[src/rtl/seg7_scan_driver_if.sv]
// Load-side bundle for the seven-segment scan driver.
// The data source is the master; it receives pending back from the driver.
interface seg7_scan_driver_if #(
   parameter int NUM_DIGITS = 4,
   parameter int BRIGHT_W   = 3
);
   logic [4*NUM_DIGITS-1:0] digits_in;
   logic [NUM_DIGITS-1:0]   dp_in;
   logic [NUM_DIGITS-1:0]   blank_in;
   logic [BRIGHT_W-1:0]     brightness;
   logic                    load;
   logic                    pending;

   modport master (
      output digits_in, dp_in, blank_in, brightness, load,
      input  pending
   );

   modport slave (
      input  digits_in, dp_in, blank_in, brightness, load,
      output pending
   );
endinterface

[src/rtl/seg7_scan_driver.sv]
// Multiplexed seven-segment scanner with ghost-blank gap, PWM brightness and
// frame-synchronous double-buffered loading; all pin outputs registered.
module seg7_scan_driver #(
   parameter int NUM_DIGITS   = 4,
   parameter int SLOT_CYCLES  = 262144,
   parameter int BLANK_CYCLES = 1024,
   parameter int BRIGHT_W     = 3
) (
   input  logic                  clk_100MHz,
   input  logic                  rst_n,
   seg7_scan_driver_if.slave     bus,
   output logic [NUM_DIGITS-1:0] anode_out,
   output logic [6:0]            seg_out,
   output logic                  dp_out,
   output logic                  frame_start
);

   localparam int TICK_W = $clog2(SLOT_CYCLES);
   localparam int IDX_W  = $clog2(NUM_DIGITS);
   localparam int LEN_W  = TICK_W + BRIGHT_W + 2;
   localparam int WIN    = SLOT_CYCLES - BLANK_CYCLES;

   typedef enum logic [1:0] {S_BLANK, S_ON, S_DIM} state_e;

   logic [TICK_W-1:0]       tick_q;
   logic [IDX_W-1:0]        index_q;
   state_e                  state_q, state_d;
   logic [4*NUM_DIGITS-1:0] stg_digits_q, shd_digits_q;
   logic [NUM_DIGITS-1:0]   stg_dp_q, shd_dp_q, stg_blank_q, shd_blank_q;
   logic [BRIGHT_W-1:0]     stg_bright_q, shd_bright_q;
   logic                    pending_q;
   logic [NUM_DIGITS-1:0]   anode_q, anode_d;
   logic [6:0]              seg_q, seg_d, seg_dec;
   logic                    dp_q, dp_d, fs_q, fs_d, lit_d;
   logic [3:0]              digit;
   logic                    tick_wrap, boundary;
   logic [LEN_W-1:0]        on_prod, on_len, on_end;

   assign tick_wrap = (tick_q == TICK_W'(SLOT_CYCLES - 1));
   assign boundary  = tick_wrap && (index_q == '0);

   // Lit window length scales with brightness; all-ones yields the whole post-blank window.
   assign on_prod = LEN_W'(WIN) * (LEN_W'(shd_bright_q) + LEN_W'(1));
   assign on_len  = on_prod >> BRIGHT_W;
   assign on_end  = LEN_W'(BLANK_CYCLES) + on_len;

   always_ff @(posedge clk_100MHz) begin
      if (!rst_n) begin
         tick_q  <= '0;
         index_q <= IDX_W'(NUM_DIGITS - 1);
      end else if (tick_wrap) begin
         tick_q  <= '0;
         index_q <= (index_q == '0) ? IDX_W'(NUM_DIGITS - 1) : index_q - 1'b1;
      end else begin
         tick_q  <= tick_q + 1'b1;
      end
   end

   // Staging absorbs loads; shadow only changes on the last cycle of a frame.
   always_ff @(posedge clk_100MHz) begin
      if (!rst_n) begin
         stg_digits_q <= '0;
         stg_dp_q     <= '0;
         stg_blank_q  <= '0;
         stg_bright_q <= '0;
         shd_digits_q <= '0;
         shd_dp_q     <= '0;
         shd_blank_q  <= '0;
         shd_bright_q <= '0;
         pending_q    <= 1'b0;
      end else if (boundary) begin
         if (bus.load) begin
            stg_digits_q <= bus.digits_in;
            stg_dp_q     <= bus.dp_in;
            stg_blank_q  <= bus.blank_in;
            stg_bright_q <= bus.brightness;
            shd_digits_q <= bus.digits_in;
            shd_dp_q     <= bus.dp_in;
            shd_blank_q  <= bus.blank_in;
            shd_bright_q <= bus.brightness;
         end else begin
            shd_digits_q <= stg_digits_q;
            shd_dp_q     <= stg_dp_q;
            shd_blank_q  <= stg_blank_q;
            shd_bright_q <= stg_bright_q;
         end
         pending_q <= 1'b0;
      end else if (bus.load) begin
         stg_digits_q <= bus.digits_in;
         stg_dp_q     <= bus.dp_in;
         stg_blank_q  <= bus.blank_in;
         stg_bright_q <= bus.brightness;
         pending_q    <= 1'b1;
      end
   end

   assign bus.pending = pending_q;

   always_ff @(posedge clk_100MHz) begin
      if (!rst_n) state_q <= S_BLANK;
      else        state_q <= state_d;
   end

   always_comb begin
      state_d = state_q;
      if (tick_wrap) begin
         state_d = S_BLANK;
      end else begin
         case (state_q)
            S_BLANK: if (tick_q == TICK_W'(BLANK_CYCLES - 1))
                        state_d = (on_len == '0) ? S_DIM : S_ON;
            S_ON:    if ((LEN_W'(tick_q) + LEN_W'(1)) == on_end)
                        state_d = S_DIM;
            default: state_d = state_q;
         endcase
      end
   end

   assign digit = shd_digits_q[{index_q, 2'b00} +: 4];

   always_comb begin
      case (digit)
         4'h0: seg_dec = 7'b0000001;
         4'h1: seg_dec = 7'b1001111;
         4'h2: seg_dec = 7'b0010010;
         4'h3: seg_dec = 7'b0000110;
         4'h4: seg_dec = 7'b1001100;
         4'h5: seg_dec = 7'b0100100;
         4'h6: seg_dec = 7'b0100000;
         4'h7: seg_dec = 7'b0001111;
         4'h8: seg_dec = 7'b0000000;
         4'h9: seg_dec = 7'b0000100;
         4'hA: seg_dec = 7'b0001000;
         4'hB: seg_dec = 7'b1100000;
         4'hC: seg_dec = 7'b0110001;
         4'hD: seg_dec = 7'b1000010;
         4'hE: seg_dec = 7'b0110000;
         default: seg_dec = 7'b0111000;
      endcase
   end

   always_comb begin
      lit_d = (state_q == S_ON) && !shd_blank_q[index_q];
      seg_d = 7'h7F;
      dp_d  = 1'b1;
      if (lit_d) begin
         seg_d = seg_dec;
         dp_d  = ~shd_dp_q[index_q];
      end
      fs_d = (index_q == IDX_W'(NUM_DIGITS - 1)) && (tick_q == '0);
   end

   for (genvar gi = 0; gi < NUM_DIGITS; gi++) begin : g_anode
      assign anode_d[gi] = ~(lit_d && (index_q == IDX_W'(gi)));
   end

   always_ff @(posedge clk_100MHz) begin
      if (!rst_n) begin
         anode_q <= '1;
         seg_q   <= 7'h7F;
         dp_q    <= 1'b1;
         fs_q    <= 1'b0;
      end else begin
         anode_q <= anode_d;
         seg_q   <= seg_d;
         dp_q    <= dp_d;
         fs_q    <= fs_d;
      end
   end

   assign anode_out   = anode_q;
   assign seg_out     = seg_q;
   assign dp_out      = dp_q;
   assign frame_start = fs_q;

endmodule

[src/flat_wrapper.sv]
// flat-port wrapper written by rule: the top's interface ports become plain ports
module seg7_scan_driver_flat 
#(
   parameter int NUM_DIGITS   = 4,
   parameter int SLOT_CYCLES  = 262144,
   parameter int BLANK_CYCLES = 1024,
   parameter int BRIGHT_W     = 3
)
  (clk_100MHz, rst_n, anode_out, seg_out, dp_out, frame_start, bus_digits_in, bus_dp_in, bus_blank_in, bus_brightness, bus_load, bus_pending);
  seg7_scan_driver_if #(.NUM_DIGITS(NUM_DIGITS), .BRIGHT_W(BRIGHT_W)) bus_i ();
  input  logic clk_100MHz;
  input  logic rst_n;
  output logic [NUM_DIGITS-1:0] anode_out;
  output logic [6:0] seg_out;
  output logic dp_out;
  output logic frame_start;
  input wire logic [$bits(bus_i.digits_in)-1:0] bus_digits_in;
  input wire logic [$bits(bus_i.dp_in)-1:0] bus_dp_in;
  input wire logic [$bits(bus_i.blank_in)-1:0] bus_blank_in;
  input wire logic [$bits(bus_i.brightness)-1:0] bus_brightness;
  input wire logic [$bits(bus_i.load)-1:0] bus_load;
  output wire logic [$bits(bus_i.pending)-1:0] bus_pending;
  assign bus_i.digits_in = bus_digits_in;
  assign bus_i.dp_in = bus_dp_in;
  assign bus_i.blank_in = bus_blank_in;
  assign bus_i.brightness = bus_brightness;
  assign bus_i.load = bus_load;
  assign bus_pending = bus_i.pending;
  seg7_scan_driver #(.NUM_DIGITS(NUM_DIGITS), .SLOT_CYCLES(SLOT_CYCLES), .BLANK_CYCLES(BLANK_CYCLES), .BRIGHT_W(BRIGHT_W)) u_core (.clk_100MHz(clk_100MHz), .rst_n(rst_n), .bus(bus_i), .anode_out(anode_out), .seg_out(seg_out), .dp_out(dp_out), .frame_start(frame_start));
endmodule
[config.mk]
export PLATFORM = sky130hd
export DESIGN_NAME = seg7_scan_driver_flat
export DESIGN_NICKNAME = d
export VERILOG_FILES = /design/src/rtl/seg7_scan_driver_if.sv /design/src/rtl/seg7_scan_driver.sv /design/src/flat_wrapper.sv
export SDC_FILE = /design/constraint.sdc
export NUM_CORES = 1
export LEC_CHECK = 0
export ABC_AREA = 0
export CAP_MARGIN = 10
export CORE_MARGIN = 1.5
export CORE_UTILIZATION = 62
export CTS_CLUSTER_SIZE = 20
export DETAILED_ROUTE_END_ITERATION = 7
export GPL_ROUTABILITY_DRIVEN = 0
export PLACE_DENSITY = 0.91
export SYNTH_ARGS = -nofsm -noshare
export SYNTH_HDL_FRONTEND = slang
export SYNTH_SLANG_ARGS = --single-unit
[constraint.sdc]
create_clock -name clk_100MHz -period 13.3 [get_ports clk_100MHz]
set_clock_uncertainty 0.1 [all_clocks]
set_input_delay 3.325 -clock clk_100MHz [delete_from_list [all_inputs] [get_ports clk_100MHz]]
set_output_delay 3.325 -clock clk_100MHz [all_outputs]
set_load 0.01 [all_outputs]
# After elaboration in Yosys (flattened, before gate mapping)
# Memories as Yosys holds them, arrays and structs flattened. A register that Yosys moved wholly into a read port is not among the register bits.
# Cells that the tools add are included.
# Widths: inputs -> output; s select.
[classes]
addsub = 5
n_mul = 1
order_cmp = 1
n_eq_ne = 9
shift = 1
n_mux = 13
bitwise_logic = 6
reduce_logical = 18
[op_table]
columns = ["operator", "n"]
rows = [
  ["$eq 23x23->1", 1],
  ["$logic_not 23->1", 1],
  ["$mul 8x23->13 const A", 1],
  ["$add 11x20->21 const A", 1],
  ["$add 18x1->19 const B", 1],
  ["$add 18x1->18 const B", 1],
  ["$eq 18x10->1 const B", 1],
  ["$eq 18x18->1 const B", 1],
  ["$logic_not 18->1", 1],
  ["$mux 16", 1],
  ["$shiftx 16x5->4", 1],
  ["$mux 2", 4],
  ["$mux 4", 2],
  ["$logic_and 1x1->1", 7],
  ["$not 1->1", 6],
  ["$add 3x1->4 const B", 1],
  ["$bmux 1 s2", 2],
  ["$eq 2x1->1 const B", 2],
  ["$eq 2x2->1 const B", 2],
  ["$logic_not 2->1", 2],
  ["$ne 2x1->1 const B", 2],
  ["$pmux 2 s2", 1],
  ["$reduce_or 2->1", 2],
  ["$lt 2x3->1 const B", 1],
  ["other kinds (7)", 9],
]
[word_totals]
regBits = 83
romBits = 112
input_bits = 30
output_inout_bits = 14
word_cells = 70
memories = 1
[mem_list]
columns = ["memory", "words", "word_bits", "rd", "rd_clocked_by_memory_dff", "wr", "line", "rtl"]
rows = [
  ["(no name shown)", 16, 7, 1, 1, 0, "seg7_scan_driver.sv:122", "case (digit)"],
]

# Longest topological paths before layout
# Gate-level depths: netlist (run 1).
[logic_depth]
word_depth = 6
ltp_mapped = 16
mapped_depth_nobuf = 16

# Worst setup path before layout (run 1)
# No wires, ideal clock.
[synth_path]
path_kind = "reg2reg"
startpoint = "register u_core.shd_bright_q[0]"
endpoint = "register u_core.state_q[0]"
setup_ns = 0.120
arrival_ns = 4.701
required_time_ns = 13.080
slack_ns = 8.379
stages_incl_launch_ff = 15
path_buffers = 0
synth_period_minus_slack_ns = 4.921
path_cell_list = "dfxtp_1 > inv_1 > ha_1 > inv_1 > fa_1 > fa_1 > fa_1 > a21o_1 > a311oi_1 > o21ai_0 > xor2_1 > nor4_4 > o211ai_1 > or4_1 > nor3b_2"
[synth_between]
elab_chain_cells = 6
elab_cells_between_ends = 10
classes_between = "add/sub: 2; mul: 1; eq/ne: 2; mux: 3; reduce/logical: 2"
[synth_rtl]
columns = ["element", "line", "rtl"]
rows = [
  ["from (decl)", "seg7_scan_driver.sv:30", "logic [BRIGHT_W-1:0] stg_bright_q, shd_bright_q;"],
  ["from (signal assigned)", "seg7_scan_driver.sv:80", "shd_bright_q <= bus.brightness;"],
  ["from (signal assigned)", "seg7_scan_driver.sv:85", "shd_bright_q <= stg_bright_q;"],
  ["$add 3x1->4 *", "seg7_scan_driver.sv:43", "assign on_prod = LEN_W'(WIN) * (LEN_W'(shd_bright_q) + LEN_W'(1));"],
  ["$mul 8x23->13 *", "seg7_scan_driver.sv:43", ""],
  ["$add 11x20->21 or $logic_not 23->1 (tied branches)", "seg7_scan_driver.sv:45, seg7_scan_driver.sv:111", ""],
  ["$eq 23x23->1 or $mux 2 (tied branches)", "seg7_scan_driver.sv:112, seg7_scan_driver.sv:111", ""],
  ["$ne 2x1->1 (no line) or $mux 2 (tied branches)", "-", ""],
  ["$reduce_and 3->1 (no line) or $pmux 2 s2 (tied branches)", "-", ""],
  ["to (signal assigned)", "seg7_scan_driver.sv:101", "else state_q <= state_d;"],
  ["to (decl)", "seg7_scan_driver.sv:27", "state_e state_q, state_d;"],
]
# Mark *: on every way between the ends. The rest lies on a longest branch, timed or not. The select of a mux whose other input is x is not followed.
# A chain may end at the register's enable or synchronous reset.

# Worst setup path after layout (run 1)
# Same ends and word-level chain as after synthesis.

==> run_results.csv, run 1 <==
group,metric,value,unit
global_routing,first_global_vias,3801,
critical_path,path_common_cell,"fa_1",
synth,synth_xor_area_share,6.59,%
critical_path,crit_path_cell_trace,"inv_1 > ha_1 > inv_1 > fa_1 > fa_1 > fa_1 > a21o_1 > a311oi_1 > nand4_1 > a2bb2oi_1 > nor4_4 > o211ai_1 > or4_1 > nor3b_2",
global_routing,overflow,0,
floorplan,die_x,90.7,µm
placed_design,place_area,0.00519,mm²
global_routing,grt_max_degree,61,
sta,slew_viol_final,0,
global_routing,grt_use_total,26.1,%
sta,rsz0062_at_grt,"false",
clock_tree,clock_path_buffers,2,
cells_and_area,syn2layout_area_growth,13.0,%
clock_tree,cts_made_buffers,9,
placed_design,dpl.hpwl,7300,µm
cells_and_area,final_common_cell,"dfxtp_1",
detailed_routing,drt_first_iter_violations,167,
synth,synth_mux_area_share,9.79,%
cells_and_area,register_area,0.00180,mm²
floorplan,dieArea,0.00823,mm²
critical_path,critPathSlowestCell,"fa_1",
cells_and_area,design_area,0.00539,mm²
floorplan,core_area,0.00733,mm²
floorplan,initial_core_util,65.0,%
power,p_per_area,89.9,mW/mm²
clock_tree,root_buffer,"clkbuf_8",
cells_and_area,fillerInstances,498,
power,p_leak,2.13,nW
placed_design,dp_cells,627,
synth,synth_nets,577,
synth,postSynthCellCount,513,
detailed_routing,drcViolationCount,0,
cells_and_area,diodes,0,
global_routing,grt_pass1_wl,17200,µm
synth,ys_async_sr_fraction,0,%
synth,syn_area,0.00477,mm²
synth,synthAdderAreaFrac,9.87,%
detailed_routing,drt_pre_antenna_iters,5,
hold_path,hp-class,"flip-flop to flip-flop",
global_routing,grt_antenna_before_repair,0,
clock_tree,ctsHtreeMaxLevel,3,
critical_path,crit_required,13.43,ns
cells_and_area,layout.nets,603,
sta,hold_viol,0,
sta,fmax,184,MHz
synth,synth-simple-area-share,18.1,%
clock_tree,holdBufCountCts,0,
clock_tree,cts_tree,"built",
clock_tree,clock-sinks,90,
synth,synth_top_family_by_area,"simple AND/OR/NAND/NOR gates",
cells_and_area,final_cell_mix,"90 x dfxtp_1, 85 x nor2_1, 43 x clkdlybuf4s50_1",
critical_path,cp-start-kind,"flip-flop",
synth,synth_edf_count,0,
synth,ys.flop_type,"dfxtp_1",
synth,avgSynthCellArea,9.29,µm²
clock_tree,clk_pin_slew,0.09,ns
detailed_routing,wl_per_cell,15.6,µm
floorplan,rows,31,
synth,synth_compound_area_share,13.1,%
placed_design,portBuffers,43,
critical_path,max_stage_delay,0.69,ns
detailed_routing,viasPerCell,5.87,
detailed_routing,finalWirelength,10000,µm
critical_path,cp.arrival,5.56,ns
synth,synth_cell_types,61,
cells_and_area,multi_input_area,0.00275,mm²
critical_path,crit_path_end_kind,"flip-flop",
synth,ys_ff_latch,90,
floorplan,ios,44,
sta,min_period,5.43,ns
detailed_routing,vias,3776,
sta,finalCritPeriodShare,40.8,%
sta,setup_viol,0,
critical_path,path_class,"flip-flop to flip-flop",
sta,tns,0,ns
synth,ys_seq_area_share,37.8,%
critical_path,worstPathMaxFanout,7,
clock_tree,cts_setup_buffers,0,
power,ir_worst_vdd,0.0000864,V
sta,whs,0.393,ns
clock_tree,clkLatencyLatePin,0.37,ns
cells_and_area,instances_no_fill,643,
synth,yosysWarnings,0,
detailed_routing,postRouteAntennaNets,0,
clock_tree,cts_resized,0,
sta,slew_headroom,28.9,%
floorplan,die_y,90.7,µm
cells_and_area,utilization,73.5,%
cells_and_area,drive_gt1_share,7.72,%
sta,worstMarginPinSlew,1.06,ns
status,status,"finished clean",
flow_run,maxCapViolations,0,
final timing paths:
check,startpoint,to,slack [ns],cells after the start
hold / removal,u_core.tick_q[0],u_core.tick_q[0],0.39,1
hold reg to reg,u_core.tick_q[0],u_core.tick_q[0],0.39,1
setup / recovery,u_core.shd_bright_q[0],u_core.state_q[0],7.87,14
setup reg to reg,u_core.shd_bright_q[0],u_core.state_q[0],7.87,14
power by group:
group          internal, mW  switching, mW  total, mW  leakage [nW]
registers             0.275        0.00242      0.278         0.732
logic                0.0150         0.0138     0.0288          1.30
clock network        0.0764          0.102      0.178        0.0927
sequential cells by signal, summed over array words and instances, names as in the netlist:
name and cells:
u_core.stg_digits_q 16, u_core.anode_out 4, u_core.tick_q 18, u_core.stg_dp_q 4, u_core.shd_blank_q 4, u_core.dp_out 1, u_core.shd_dp_q 4, u_core.bus.pending 1
u_core.stg_bright_q 3, u_core.frame_start 1, u_core.index_q 2, u_core.state_q 2, u_core.shd_digits_q 16, u_core.stg_blank_q 4, u_core.shd_bright_q 3, u_core.seg_out 7
logic make-up (layout without fill, tap and decap cells):
kind of cell | count (synthesis) | after routing
adders and majority gates | 34 | 34
AOI/OAI and AO/OA | 88 | 88
buffers and inverters | 50 | 81
xor gates and xnor gates | 32 | 32
muxes | 39 | 39
DFF | 90 | 90
and+or+nand+nor | 180 | 180
cell usage after synthesis, types with 3 or more instances:
cell | count | area share [%]
dfxtp_1 | 90 | 38
nor2_1 | 86 | 6.8
mux2i_1 | 32 | 6.7
nand2_1 | 30 | 2.4
a211oi_1 | 28 | 4.4
ha_1 | 28 | 7.3
xnor2_1 | 21 | 3.9
clkbuf_1 | 20 | 1.6
inv_1 | 18 | 1.4
o21ai_0 | 16 | 1.7
a21oi_1 | 13 | 1.4
nand3_1 | 11 | 1.2
nand4_1 | 10 | 1.3
nor3_1 | 9 | 0.94
nor4_1 | 9 | 1.2
xor2_1 | 9 | 1.7
fa_1 | 6 | 2.5
mux4_2 | 6 | 2.8
o211ai_1 | 5 | 0.79
o221ai_1 | 5 | 0.92
a21o_1 | 4 | 0.63
buf_6 | 4 | 0.94
and3_1 | 3 | 0.39
buf_2 | 3 | 0.31
or2_2 | 3 | 0.39
or3_1 | 3 | 0.39
stage by stage:
step / total power, mW / worst slack, ns
floorplan: 0.299 / 8.38
global placement: 0.312 / 8.16
detailed placement: 0.313 / 7.97
CTS: 0.489 / 7.93
global route: 0.503 / 7.51
finish: 0.485 / 7.87
routing by layer:
| metal | global-route usage, % | up-vias | part of all wire (%) |
|---|---|---|---|
| met5 | 0 | - | 0 |
| met4 | 11.8 | 0 | 2.5 |
| met3 | 5.13 | 24 | 5.0 |
| met2 | 46.1 | 109 | 51 |
| met1 | 30.2 | 1772 | 42 |
| li1 | - | 1871 | - |
worst max-delay path: cells and delay by family, from the launching register on:
kind,cells,cell delay [ns]
fa+ha+maj,4,2.15
flops,1,0.49
compound gates,4,0.97
simple gates,4,1.25
buf+inv,2,0.33
area by class of cell:
cell class | instances | area share (%)
tap | 99 | 2.30
timing repair buffer | 46 | 8.40
multi-input combinational | 373 | 50.9
clock buffer | 10 | 2.55
clock inverter | 6 | 1.07
sequential | 90 | 33.4
inverter | 19 | 1.32
No activity file was read; power rests on OpenSTA's default activity.
==> run 2: changes to the inputs <==
- CORE_UTILIZATION: 62 -> 52
- PLACE_DENSITY: 0.91 -> 0.82
- clock period: 13.3 -> 4.5 ns (I/O delays scaled with it)
==> run_results.csv, run 2 (same netlist as run 1, synthesis figures left out) <==
group,metric,value,unit
clock_tree,root_buffer,"clkbuf_8",
sta,worstMarginPinSlew,0.599,ns
power,p_clk_share,37.4,%
placed_design,portBuffers,43,
sta,hold_viol,0,
clock_tree,clk_pin_slew,0.09,ns
critical_path,crit_required,4.63,ns
power,p_per_area,249,mW/mm²
global_routing,grt_antenna_before_repair,0,
power,ir_worst_vdd,0.000213,V
critical_path,critPathSlowestCell,"fa_2",
critical_path,path_class,"flip-flop to flip-flop",
cells_and_area,regMostFlops,"u_core.tick_q",
sta,finalCritPeriodShare,101,%
sta,tns,-0.0589,ns
cells_and_area,final_common_cell,"dfxtp_1",
cells_and_area,fillerInstances,678,
clock_tree,clock_path_buffers,2,
critical_path,path_delay_family,"adder cells",
detailed_routing,drt_pre_antenna_iters,8,
power,p_leak,2.29,nW
critical_path,path_common_cell,"fa_2",
global_routing,gr-max-usage-layer,"met2",
cells_and_area,final_cell_mix,"87 x dfxtp_1, 84 x nor2_1, 43 x clkdlybuf4s50_1",
sta,rsz0062_at_grt,"true",
cells_and_area,diodes,0,
power,p_seq_share,56.6,%
clock_tree,cts_made_buffers,9,
floorplan,initial_core_util,54.1,%
floorplan,dieArea,0.00975,mm²
global_routing,grt_use_met2,39.4,%
sta,slew_headroom,60.1,%
critical_path,crit_buf_inv,4,
critical_path,cp-start-kind,"flip-flop",
hold_path,hold_depth,1,
critical_path,max_stage_delay,0.58,ns
cells_and_area,instances_no_fill,682,
cells_and_area,largest_reg_flops,18,
cells_and_area,syn2layout_area_growth,21.9,%
clock_tree,clkLatencyLatePin,0.37,ns
global_routing,first_global_vias,3928,
sta,worst_slack,-0.0589,ns
power,combPwrFrac,5.9,%
critical_path,cp.arrival,4.68,ns
detailed_routing,viasPerCell,5.80,
global_routing,grtUsageMet1,29.0,%
flow_run,maxCapViolations,0,
detailed_routing,drcViolationCount,2,
sta,fmax,219,MHz
global_routing,grt_max_degree,60,
sta,setup_viol,1,
floorplan,die_y,98.8,µm
global_routing,grt_use_total,23.0,%
global_routing,overflow,0,
sta,slew_viol_final,0,
clock_tree,cts_tree,"built",
floorplan,die_x,98.8,µm
critical_path,worstPathMaxFanout,4,
cells_and_area,largestRegisters,"u_core.tick_q x18, u_core.shd_digits_q x16, u_core.stg_digits_q x16",
critical_path,crit_path_end_kind,"flip-flop",
cells_and_area,drive_gt1_share,17.1,%
critical_path,crit_cells,16,
power,switching_power,0.371,mW
power,swShare,25.6,%
detailed_routing,vias,3958,
critical_path,r2r_cells,16,
floorplan,ios,44,
clock_tree,ctsHtreeMaxLevel,3,
sta,min_period,4.56,ns
clock_tree,clock-sinks,90,
global_routing,grt_util_met3,3.33,%
cells_and_area,layout.nets,633,
power,p_int,1.08,mW
placed_design,dp_cells,657,
status,status,"finished, violations left",
floorplan,core_area,0.00881,mm²
status,violations,"DRC, setup timing",
detailed_routing,finalWirelength,10900,µm
floorplan,rows,34,
critical_path,crit_path_cell_trace,"inv_4 > ha_4 > inv_4 > fa_2 > fa_2 > fa_2 > a21o_1 > a311oi_4 > buf_4 > buf_6 > nand4_1 > a2bb2oi_2 > nor4_4 > o211ai_1 > or4_4 > nor3b_2",
detailed_routing,wl_per_cell,16.0,µm
global_routing,grt_pass1_wl,18200,µm
hold_path,hp-class,"flip-flop to flip-flop",
detailed_routing,postRouteAntennaNets,0,
placed_design,dpl.hpwl,7730,µm
detailed_routing,drt_first_iter_violations,202,
[run 2: changes by cell type in the layout (fill, tap and decap cells not counted), sizes merged]
cell	change
buf	+30
clkinvlp	-1
clkbuf	-1
inv	+2
[run 2: path summary, 6_finish.rpt]
kind / start / end / slack, ns
max reg2reg: u_core.shd_bright_q[0] / u_core.state_q[0] / -0.06
min reg2reg: u_core.tick_q[0] / u_core.tick_q[0] / 0.38
max: u_core.shd_bright_q[0] / u_core.state_q[0] / -0.06
min: u_core.tick_q[0] / u_core.tick_q[0] / 0.38
[run 2: cell type report]
cell class                 count  area, µm²  share of cell area [%]
timing repair buffer          76        682                    11.7
clock inverter                 7       75.1                    1.29
multi-input combinational    373       2910                    50.1
sequential                    90       1810                    31.1
clock buffer                   9        124                    2.13
inverter                      19       76.3                    1.31
tap                          108        135                    2.32
[run 2: through the flow]
| stage | setup slack, ns | utilization (%) | power, mW | hold WS [ns] | instance area, µm² |
|---|---|---|---|---|---|
| 3_5_place_dp | -0.177 | 61.5 | 0.926 | 0.357 | 5410 |
| 5_1_grt | -0.164 | 66.0 | 1.51 | 0.410 | 5810 |
| 3_3_place_gp | -0.0000413 | 61.5 | 0.921 | 0.342 | 5410 |
| 4_1_cts | 0.00208 | 65.1 | 1.46 | 0.378 | 5730 |
| 6_report | -0.0589 | 66.0 | 1.45 | 0.381 | 5810 |
| 2_1_floorplan | 0.00909 | - | 0.884 | 0.330 | 4810 |
[run 2: timing repair]
item	4_1_cts	5_1_grt
buffers inserted	7	2
endpoints found under the setup margin	2	2
gates resized for setup	18	15
pin swaps	17	4
hold buffers	0	0
[run 2: power groups by stage]
stage / clock [mW] / sequential [mW] / combinational (mW)
2_1_floorplan: 0 / 0.837 / 0.0465
3_3_place_gp: 0 / 0.838 / 0.0828
4_1_cts: 0.555 / 0.821 / 0.0863
6_report: 0.542 / 0.820 / 0.0861
5_1_grt: 0.592 / 0.822 / 0.0936
3_5_place_dp: 0 / 0.840 / 0.0860
[run 2: layer usage]
metal	up-vias	wire, µm
met4	0	295
met5	-	0
met2	119	5420
met1	1883	4740
met3	36	455
li1	1920	-
==> run 3: changes to the inputs <==
- CORE_UTILIZATION: 52 -> 62
- GPL_ROUTABILITY_DRIVEN: 0 -> unset
- PLACE_DENSITY: 0.82 -> 0.91
- clock period: 4.5 -> 5.5 ns (I/O delays scaled with it)
==> run_results.csv, run 3 (same netlist as run 1, synthesis figures left out) <==
group,metric,value,unit
status,status,"finished clean",
clock_tree,clkLatencyLatePin,0.37,ns
cells_and_area,final_common_cell,"dfxtp_1",
critical_path,critPathSlowestCell,"fa_1",
critical_path,max_stage_delay,0.69,ns
clock_tree,clock-sinks,90,
floorplan,ios,44,
power,p_per_area,228,mW/mm²
global_routing,grt_util_met3,5.05,%
critical_path,r2r_cells,14,
detailed_routing,vias,3784,
critical_path,cp-start-kind,"flip-flop",
global_routing,grt_use_total,26.4,%
critical_path,r2r_setup_slack,0.35,ns
critical_path,crit_required,5.64,ns
detailed_routing,drt_first_iter_violations,178,
clock_tree,holdBufCountCts,0,
sta,finalCritPeriodShare,93.7,%
floorplan,rows,31,
critical_path,r2r-end,"u_core.state_q[0]",
clock_tree,ctsHtreeMaxLevel,3,
critical_path,crit_path_cell_trace,"inv_1 > ha_1 > inv_1 > fa_1 > fa_1 > fa_1 > a21o_1 > a311oi_2 > o21ai_0 > xor2_2 > nor4_4 > o211ai_1 > or4_1 > nor3b_2",
cells_and_area,utilization,74.5,%
detailed_routing,drcViolationCount,0,
critical_path,cp-endpoint,"u_core.state_q[0]",
global_routing,gr-max-usage-layer,"met2",
hold_path,hp-class,"flip-flop to flip-flop",
sta,rsz0062_at_grt,"false",
cells_and_area,fillerInstances,493,
critical_path,path_delay_family,"adder cells",
sta,worstMarginPinSlew,1.12,ns
critical_path,path_common_cell,"fa_1",
cells_and_area,largest_reg_flops,18,
critical_path,crit_path_end_kind,"flip-flop",
clock_tree,cts_made_buffers,9,
sta,hold_viol,0,
clock_tree,cts_resized,0,
detailed_routing,wl_per_cell,16.1,µm
flow_run,maxCapViolations,0,
sta,slew_viol_final,0,
global_routing,grt_max_degree,61,
global_routing,overflow,0,
sta,slew_headroom,25.5,%
cells_and_area,regMostFlops,"u_core.tick_q",
hold_path,hold_depth,1,
cells_and_area,syn2layout_area_growth,14.5,%
clock_tree,cts_setup_buffers,0,
cells_and_area,drive_gt1_share,8.61,%
global_routing,first_global_vias,3841,
floorplan,core_area,0.00733,mm²
critical_path,path_class,"flip-flop to flip-flop",
power,p_leak,2.15,nW
floorplan,dieArea,0.00823,mm²
critical_path,worstPathMaxFanout,7,
placed_design,gp_congestion,0.914,
clock_tree,cts_tree,"built",
cells_and_area,layout.nets,605,
cells_and_area,final_cell_mix,"89 x dfxtp_1, 85 x nor2_1, 43 x clkdlybuf4s50_1",
cells_and_area,largestRegisters,"u_core.tick_q x18, u_core.shd_digits_q x16, u_core.stg_digits_q x16",
cells_and_area,diodes,0,
global_routing,grt_antenna_before_repair,0,
floorplan,die_y,90.7,µm
critical_path,reg2reg_from,"u_core.shd_bright_q[0]",
sta,min_period,5.15,ns
detailed_routing,postRouteAntennaNets,0,
sta,setup_viol,0,
critical_path,startpoint,"u_core.shd_bright_q[0]",
detailed_routing,finalWirelength,10400,µm
global_routing,grt_pass1_wl,17500,µm
critical_path,crit_cells,14,
detailed_routing,drt_pre_antenna_iters,5,
placed_design,dpl.hpwl,7390,µm
sta,tns,0,ns
floorplan,die_x,90.7,µm
placed_design,portBuffers,43,
power,ir_worst_vdd,0.000213,V
global_routing,grt_use_met2,48.6,%
sta,fmax,194,MHz
clock_tree,root_buffer,"clkbuf_8",
detailed_routing,viasPerCell,5.87,
floorplan,initial_core_util,65.0,%
global_routing,grtUsageMet1,29.4,%
critical_path,crit_buf_inv,2,
clock_tree,clock_path_buffers,2,
critical_path,cp.arrival,5.29,ns
clock_tree,clk_pin_slew,0.09,ns
## run 3: worst register-to-register path, delay by kind of cell (launching register included)
kind | cells | cell delay, ns
buffers and inverters | 2 | 0.21
DFF | 1 | 0.41
and+or+nand+nor | 3 | 1.02
adders and majority gates | 4 | 2.13
AOI/OAI and AO/OA | 4 | 0.94
xor gates and xnor gates | 1 | 0.21
## run 3: per-stage QoR
step	power [mW]	std cells	hold slack [ns]	setup WS, ns	instance area [µm²]
floorplan	0.723	513	0.330	0.579	4770
global placement	0.754	629	0.344	0.431	5210
detailed placement	0.757	629	0.363	0.237	5210
CTS	1.25	645	0.382	0.199	5440
global route	1.29	645	0.407	0.0968	5460
finish	1.25	645	0.379	0.348	5460
## run 3: where the power goes
part / switching, mW / internal [mW]
Combinational: 0.0335 / 0.0361
Sequential: 0.00612 / 0.666
Clock: 0.243 / 0.262
## run 3: area by class of cell
cell class              count  area (µm²)  share of cell area (%)
multi-input cells         373        2770                    50.7
flip-flops and latches     90        1800                    33.0
repair buffers             48         468                    8.57
clock buffers              10         128                    2.34
well taps                  99         124                    2.27
clock inverters             6         101                    1.86
inverters                  19        71.3                    1.31
## run 3: how the worst min path moves through the flow
stage / to / slack (ns) / startpoint
final: u_core.tick_q[0] / 0.38 / u_core.tick_q[0]
after global routing: u_core.tick_q[0] / 0.41 / u_core.tick_q[0]
after CTS: u_core.tick_q[0] / 0.38 / u_core.tick_q[0]
after detailed placement: u_core.tick_q[0] / 0.36 / u_core.tick_q[0]
after global placement: u_core.tick_q[0] / 0.34 / u_core.tick_q[0]
after floorplan: u_core.tick_q[0] / 0.33 / u_core.tick_q[0]
## run 3: routing by layer
metal | wire length, µm | part of all wire (%)
met5 | 0 | 0
met4 | 257 | 2.5
met3 | 533 | 5.1
met2 | 5400 | 52
met1 | 4180 | 40
